$ cat src/rtl/mm_pkg.sv
`default_nettype none
// ============================================================================
// Module   : mm_pkg
// Brief    : Shared state encoding and address map for the 3x3 matrix-multiply
//            job sequencer and its Wishbone slave.
// Revision : 1.0
// ============================================================================
package mm_pkg;

    localparam int A_BASE = 0;
    localparam int C_BASE = 18;
    localparam int N_IN   = 18;
    localparam int N_OUT  = 9;
    localparam int IDX_W  = 5;

    localparam logic [3:0] WB_SEL_BYTE0 = 4'b0001;

    typedef enum logic [2:0] {
        ST_LOAD   = 3'd0,
        ST_WR_REQ = 3'd1,
        ST_GAP    = 3'd2,
        ST_READ   = 3'd3,
        ST_OUT    = 3'd4,
        ST_ERROR  = 3'd5
    } mm_state_e;

endpackage : mm_pkg
`default_nettype wire

$ cat src/rtl/wb_txn_timer.sv
`default_nettype none
// ============================================================================
// Module   : wb_txn_timer
// Brief    : Per-transaction watchdog; flags a bus cycle that waits TIMEOUT
//            cycles without a response.
// Revision : 1.0
// ============================================================================
module wb_txn_timer #(
    parameter int TIMEOUT = 1023
) (
    input  logic clk,
    input  logic rst_n,
    input  logic clr,
    input  logic en,
    output logic expired
);

    localparam int CNT_W = $clog2(TIMEOUT + 1);

    logic [CNT_W-1:0] r_count;
    logic [CNT_W-1:0] w_count_inc;

    assign w_count_inc = r_count + CNT_W'(1);

    // Fires in the cycle whose increment would reach TIMEOUT, so the owner
    // leaves the wait state after exactly TIMEOUT cycles in it.
    assign expired = en && (w_count_inc == CNT_W'(TIMEOUT));

    always_ff @(posedge clk or negedge rst_n) begin
        if (!rst_n) begin
            r_count <= '0;
        end else if (clr) begin
            r_count <= '0;
        end else if (en) begin
            r_count <= w_count_inc;
        end
    end

endmodule : wb_txn_timer
`default_nettype wire

$ cat src/rtl/mm_job_sequencer.sv
`default_nettype none
// ============================================================================
// Module   : mm_job_sequencer
// Brief    : Wishbone master that streams 18 operand bytes into the 3x3
//            matrix-multiply slave and streams the 9 result bytes back out.
// Revision : 1.0
// ============================================================================
module mm_job_sequencer
    import mm_pkg::*;
#(
    parameter int A_BASE  = mm_pkg::A_BASE,
    parameter int C_BASE  = mm_pkg::C_BASE,
    parameter int N_IN    = mm_pkg::N_IN,
    parameter int N_OUT   = mm_pkg::N_OUT,
    parameter int TIMEOUT = 1023
) (
    input  logic        clk,
    input  logic        rst_n,
    input  logic        in_valid,
    output logic        in_ready,
    input  logic [7:0]  in_data,
    output logic        out_valid,
    input  logic        out_ready,
    output logic [7:0]  out_data,
    output logic        out_last,
    output logic        wb_cyc,
    output logic        wb_stb,
    output logic        wb_we,
    output logic [3:0]  wb_sel,
    output logic [31:0] wb_adr,
    output logic [31:0] wb_dat_mosi,
    input  logic [31:0] wb_dat_miso,
    input  logic        wb_ack,
    input  logic        wb_err,
    input  logic        clr_err,
    output logic        busy,
    output logic        error
);

    localparam logic [IDX_W-1:0] c_last_in  = IDX_W'(N_IN - 1);
    localparam logic [IDX_W-1:0] c_last_out = IDX_W'(N_OUT - 1);
    localparam logic [31:0]      c_a_base   = 32'(A_BASE);
    localparam logic [31:0]      c_c_base   = 32'(C_BASE);

    mm_state_e        r_state;
    mm_state_e        r_after_gap;
    logic [IDX_W-1:0] r_idx;
    logic [7:0]       r_byte;
    logic [7:0]       r_out_data;

    mm_state_e        w_state_nxt;
    mm_state_e        w_after_gap_nxt;
    logic [IDX_W-1:0] w_idx_nxt;
    logic [7:0]       w_byte_nxt;
    logic [7:0]       w_out_data_nxt;

    logic             w_in_bus;
    logic             w_in_fire;
    logic             w_expired;
    logic [31:0]      w_idx_ext;
    logic             w_unused_miso;

    assign w_unused_miso = ^wb_dat_miso[31:8];

    assign w_in_bus  = (r_state == ST_WR_REQ) || (r_state == ST_READ);
    assign w_idx_ext = {{(32 - IDX_W){1'b0}}, r_idx};

    // Gated by rst_n so the stream stays stalled while reset is held.
    assign in_ready  = rst_n && (r_state == ST_LOAD);
    assign w_in_fire = in_valid && in_ready;

    wb_txn_timer #(
        .TIMEOUT (TIMEOUT)
    ) u_txn_timer (
        .clk     (clk),
        .rst_n   (rst_n),
        .clr     (!w_in_bus),
        .en      (w_in_bus),
        .expired (w_expired)
    );

    always_ff @(posedge clk or negedge rst_n) begin
        if (!rst_n) begin
            r_state     <= ST_LOAD;
            r_after_gap <= ST_LOAD;
            r_idx       <= '0;
            r_byte      <= '0;
            r_out_data  <= '0;
        end else begin
            r_state     <= w_state_nxt;
            r_after_gap <= w_after_gap_nxt;
            r_idx       <= w_idx_nxt;
            r_byte      <= w_byte_nxt;
            r_out_data  <= w_out_data_nxt;
        end
    end

    always_comb begin
        w_state_nxt     = r_state;
        w_after_gap_nxt = r_after_gap;
        w_idx_nxt       = r_idx;
        w_byte_nxt      = r_byte;
        w_out_data_nxt  = r_out_data;

        case (r_state)
            ST_LOAD: begin
                if (w_in_fire) begin
                    w_byte_nxt  = in_data;
                    w_state_nxt = ST_WR_REQ;
                end
            end

            ST_WR_REQ: begin
                // err takes priority over a simultaneous ack
                if (wb_err || w_expired) begin
                    w_state_nxt = ST_ERROR;
                end else if (wb_ack) begin
                    w_state_nxt = ST_GAP;
                    if (r_idx == c_last_in) begin
                        w_idx_nxt       = '0;
                        w_after_gap_nxt = ST_READ;
                    end else begin
                        w_idx_nxt       = r_idx + IDX_W'(1);
                        w_after_gap_nxt = ST_LOAD;
                    end
                end
            end

            // One idle cycle swallows a repeated registered ack from the slave.
            ST_GAP: begin
                w_state_nxt = r_after_gap;
            end

            ST_READ: begin
                if (wb_err || w_expired) begin
                    w_state_nxt = ST_ERROR;
                end else if (wb_ack) begin
                    w_out_data_nxt = wb_dat_miso[7:0];
                    w_state_nxt    = ST_OUT;
                end
            end

            ST_OUT: begin
                if (out_ready) begin
                    w_state_nxt = ST_GAP;
                    if (r_idx == c_last_out) begin
                        w_idx_nxt       = '0;
                        w_after_gap_nxt = ST_LOAD;
                    end else begin
                        w_idx_nxt       = r_idx + IDX_W'(1);
                        w_after_gap_nxt = ST_READ;
                    end
                end
            end

            ST_ERROR: begin
                if (clr_err) begin
                    w_state_nxt     = ST_LOAD;
                    w_after_gap_nxt = ST_LOAD;
                    w_idx_nxt       = '0;
                end
            end

            default: begin
                w_state_nxt     = ST_LOAD;
                w_after_gap_nxt = ST_LOAD;
                w_idx_nxt       = '0;
            end
        endcase
    end

    assign wb_cyc      = w_in_bus;
    assign wb_stb      = w_in_bus;
    assign wb_we       = (r_state == ST_WR_REQ);
    assign wb_sel      = w_in_bus ? WB_SEL_BYTE0 : 4'b0000;
    assign wb_dat_mosi = (r_state == ST_WR_REQ) ? {24'd0, r_byte} : 32'd0;

    always_comb begin
        wb_adr = 32'd0;
        if (r_state == ST_WR_REQ) begin
            wb_adr = c_a_base + w_idx_ext;
        end else if (r_state == ST_READ) begin
            wb_adr = c_c_base + w_idx_ext;
        end
    end

    assign out_valid = (r_state == ST_OUT);
    assign out_last  = (r_state == ST_OUT) && (r_idx == c_last_out);
    assign out_data  = r_out_data;
    assign busy      = !((r_state == ST_LOAD) && (r_idx == '0));
    assign error     = (r_state == ST_ERROR);

endmodule : mm_job_sequencer
`default_nettype wire

$ cat config.mk
export PLATFORM = sky130hd
export DESIGN_NAME = mm_job_sequencer
export DESIGN_NICKNAME = d
export VERILOG_FILES = /design/src/rtl/mm_pkg.sv /design/src/rtl/wb_txn_timer.sv /design/src/rtl/mm_job_sequencer.sv
export SDC_FILE = /design/constraint.sdc
export NUM_CORES = 1
export LEC_CHECK = 0
export CORE_MARGIN = 1
export CORE_UTILIZATION = 36
export DETAILED_ROUTE_END_ITERATION = 6
export GPL_ROUTABILITY_DRIVEN = 0
export PLACE_DENSITY = 0.75
export SKIP_CTS_REPAIR_TIMING = 1
export SLEW_MARGIN = 20
export SYNTH_ARGS = -nofsm -noshare
export SYNTH_HDL_FRONTEND = slang
export SYNTH_SLANG_ARGS = --single-unit
$ cat constraint.sdc
create_clock -name clk -period 2 [get_ports clk]
set_input_delay 0.4 -clock clk [delete_from_list [all_inputs] [get_ports clk]]
set_output_delay 0.4 -clock clk [all_outputs]
set_load 0.005 [all_outputs]
==> results.sh <==
export IMPL_outcome="finished, violations left"
export IMPL_violations="design-rule violations, negative setup slack"
export IMPL_viasPerCell=4.65
export IMPL_rsz0062_at_grt="true"
export IMPL_seqCellArea_um2=886
export IMPL_synth_top_cell_by_area="dfrtp_1"
export IMPL_reg2reg_from="u_txn_timer.r_count[0]"
export IMPL_synth_cell_types=51
export IMPL_numPortBuffers=53
export IMPL_grt_max_degree=36
export IMPL_start_kind="register"
export IMPL_rows=29
export IMPL_num_io_pins=131
export IMPL_syn_inst=260
export IMPL_yosysMostFrequentCell="buf_4"
export IMPL_synth_area_mm2=0.00245
export IMPL_clockRootBuffer="clkbuf_8"
export IMPL_drtIter0Drc=75
export IMPL_fillCellCount=566
export IMPL_power_density_mw_per_mm2=1130
export IMPL_grt_pass1_vias=1915
export IMPL_die_w_um=84.5
export IMPL_rr_endpoint="out_data[6]"
export IMPL_min_period_over_period_pct=106
export IMPL_hold_class="input port to asynchronous set/reset pin"
export IMPL_p_comb_share_pct=55.6
export IMPL_async_reset_ff_share_pct=100
export IMPL_internal_power_mw=2.59
export IMPL_clk_latency_ns=0.29
export IMPL_switching_share_pct=35.3
export IMPL_synth_top_cell_area_share_pct=35.8
export IMPL_stdcell_count=435
export IMPL_coreArea_mm2=0.00646
export IMPL_drive_gt1_share_pct=33.0
export IMPL_fin_worst_skew_ns=0.00483
export IMPL_r2r_slack_ns=-0.11
export IMPL_start_util_pct=37.9
export IMPL_hold_violations=0
export IMPL_r2r_cells=8
export IMPL_max_freq_mhz=473
export IMPL_end_kind="register"
export IMPL_total_power_mw=4.00
export IMPL_wl_per_cell_um=12.9
export IMPL_arrival_ns=2.29
export IMPL_clock_path_buffers=2
export IMPL_die_h_um=84.5
export IMPL_dpl_cell_area_mm2=0.00312
export IMPL_path_clk_slew_ns=0.08
export IMPL_drt_wl_total_um=5630
export IMPL_drc_errors=9
export IMPL_ant_nets=0
export IMPL_ir_worst_vdd_v=0.000646
export IMPL_synth_edf_count=0
export IMPL_post_route_util_pct=54.6
export IMPL_tns_ns=-0.981
export IMPL_cts_sinks=35
export IMPL_grt_pass1_wl_um=8710
export IMPL_num_vias=2021
export IMPL_multi_input_area_mm2=0.00142
export IMPL_dpl_cell_count=417
export IMPL_numCtsBuffers=5
export IMPL_yosys_top_cells_area="dfrtp_1 (36%), buf_4 (17%), mux2_4 (4.9%), nor2_1 (3.8%), mux2_2 (3.7%)"
export IMPL_synth_seq_cells=35
export IMPL_dp_hpwl_um=3970
export IMPL_maxCapViolCount=0
export IMPL_diodes=0
export IMPL_drv_slew=0
export IMPL_grt_use_total_pct=15.4
export IMPL_layout_setup_ws_ns=-0.114
export IMPL_die_area_mm2=0.00714
export IMPL_h_tree_depth=2
export IMPL_stdcell_area_mm2=0.00353
export IMPL_finalSetupViolCount=10
export IMPL_overflow=0
export IMPL_power_switching_mw=1.41
export IMPL_place_ws_ns=-0.162
export IMPL_first_pass_iters=7
export IMPL_ys_top_cells_by_count="buf_4 (56), dfrtp_1 (35), nor2_1 (25)"
export IMPL_post_route_min_period_ns=2.11
export IMPL_antenna_found_initial=0
export IMPL_worstSetupPathType="register to register"
export IMPL_holdWs_ns=0.200
export IMPL_nNetsFinal=410
export IMPL_ys_flop_type="dfrtp_1"
export IMPL_cts_tree="done"
export IMPL_crit_fanout=8
export IMPL_timing_critical_path_from="u_txn_timer.r_count[0]"
export IMPL_required_ns=2.18
export IMPL_synth_seq_area_share_pct=35.8
export IMPL_power_share_sequential_pct=28.1
export IMPL_yosysWarningCount=0
export IMPL_syn_avg_cell_area_um2=9.42
export IMPL_pwr_share_clk_pct=16.3
export IMPL_p_leak_nw=1.93
export IMPL_area_delta_synth_final_pct=44.1
placed cells by master, fill, tap and decap left out, types with 3 or more instances in the layout:
| master | netlist | final |
|---|---|---|
| conb_1 | 1 | 53 |
| xor2_1 | 5 | 5 |
| and2_1 | 9 | 8 |
| ha_1 | 6 | 4 |
| o21ai_0 | 11 | 6 |
| dfrtp_1 | 35 | 27 |
| nand2b_1 | 5 | 3 |
| clkdlybuf4s50_1 | 0 | 30 |
| nand2_1 | 13 | 11 |
| buf_4 | 56 | 37 |
| nor2b_1 | 4 | 3 |
| buf_6 | 0 | 12 |
| clkbuf_8 | 0 | 5 |
| o21ai_2 | 1 | 6 |
| nand2_2 | 2 | 3 |
| mux2_4 | 8 | 8 |
| nand3_1 | 9 | 9 |
| dfrtp_2 | 0 | 8 |
| xnor2_1 | 4 | 4 |
| mux2_2 | 8 | 8 |
| nor2_1 | 25 | 22 |
| dlymetal6s2s_1 | 0 | 22 |
| inv_1 | 6 | 5 |
| a21oi_1 | 6 | 6 |
logic make-up (layout without fill, tap and decap cells):
| group | after synthesis | count (layout) | share of synthesized area, % |
|---|---|---|---|
| AND/OR/NAND/NOR | 86 | 86 | 19.1 |
| XOR/XNOR | 9 | 9 | 3.22 |
| AO/OA/AOI/OAI | 36 | 36 | 10.2 |
| flip-flops | 35 | 35 | 35.8 |
| adder cells (fa/ha/maj) | 6 | 6 | 3.07 |
| other | 1 | 53 | 0.153 |
| multiplexers | 17 | 17 | 8.99 |
| buffers and inverters | 70 | 116 | 19.5 |
sequential cells by signal, summed over array words and instances, names as in the netlist:
register,count
r_state,3
r_after_gap,1
r_idx,5
u_txn_timer.r_count,10
r_byte,8
out_data,8
cell type report:
class	instances	share of cell area [%]
Sequential cell	35	25.1
Tap cell	77	2.73
Timing Repair Buffer	102	28.2
Clock buffer	5	1.95
Clock inverter	3	1.24
Multi-Input combinational cell	207	40.2
Inverter	6	0.638
critical path, cell delays in order (launching register included):
cell and delay (ns):
dfrtp_2 0.44, ha_4 0.17, nand2_4 0.06, or4_4 0.42, o21ai_2 0.07, o211ai_2 0.12
nor2b_4 0.16, nand4_4 0.22, mux2_4 0.33
metal layers:
layer / GRT usage, % / part of all wire [%] / up-vias
met5: 0 / 0 / -
met4: 4.16 / 1.3 / 0
met3: 4.23 / 6.8 / 9
met2: 28.1 / 52 / 84
met1: 17.9 / 40 / 966
li1: - / - / 962
worst max path at each step:
stage                  endpoint  slack, ns  cells past startpoint
floorplan           out_data[0]     -0.002                      8
global placement       r_idx[4]      -0.10                      8
detailed placement     r_idx[3]      -0.16                      8
CTS                    out_last      -0.35                      6
global route        out_data[0]      -0.18                      8
finish              out_data[6]      -0.11                      8
power groups by stage:
stage / sequential, mW / clock (mW) / combinational (mW)
after floorplan: 1.06 / 0 / 1.06
after global placement: 1.10 / 0 / 1.84
after global routing: 1.15 / 0.699 / 2.43
after detailed placement: 1.11 / 0 / 1.88
after CTS: 1.10 / 0.673 / 1.89
final: 1.12 / 0.652 / 2.22
Note: power is estimated with default switching activity, not from simulation.
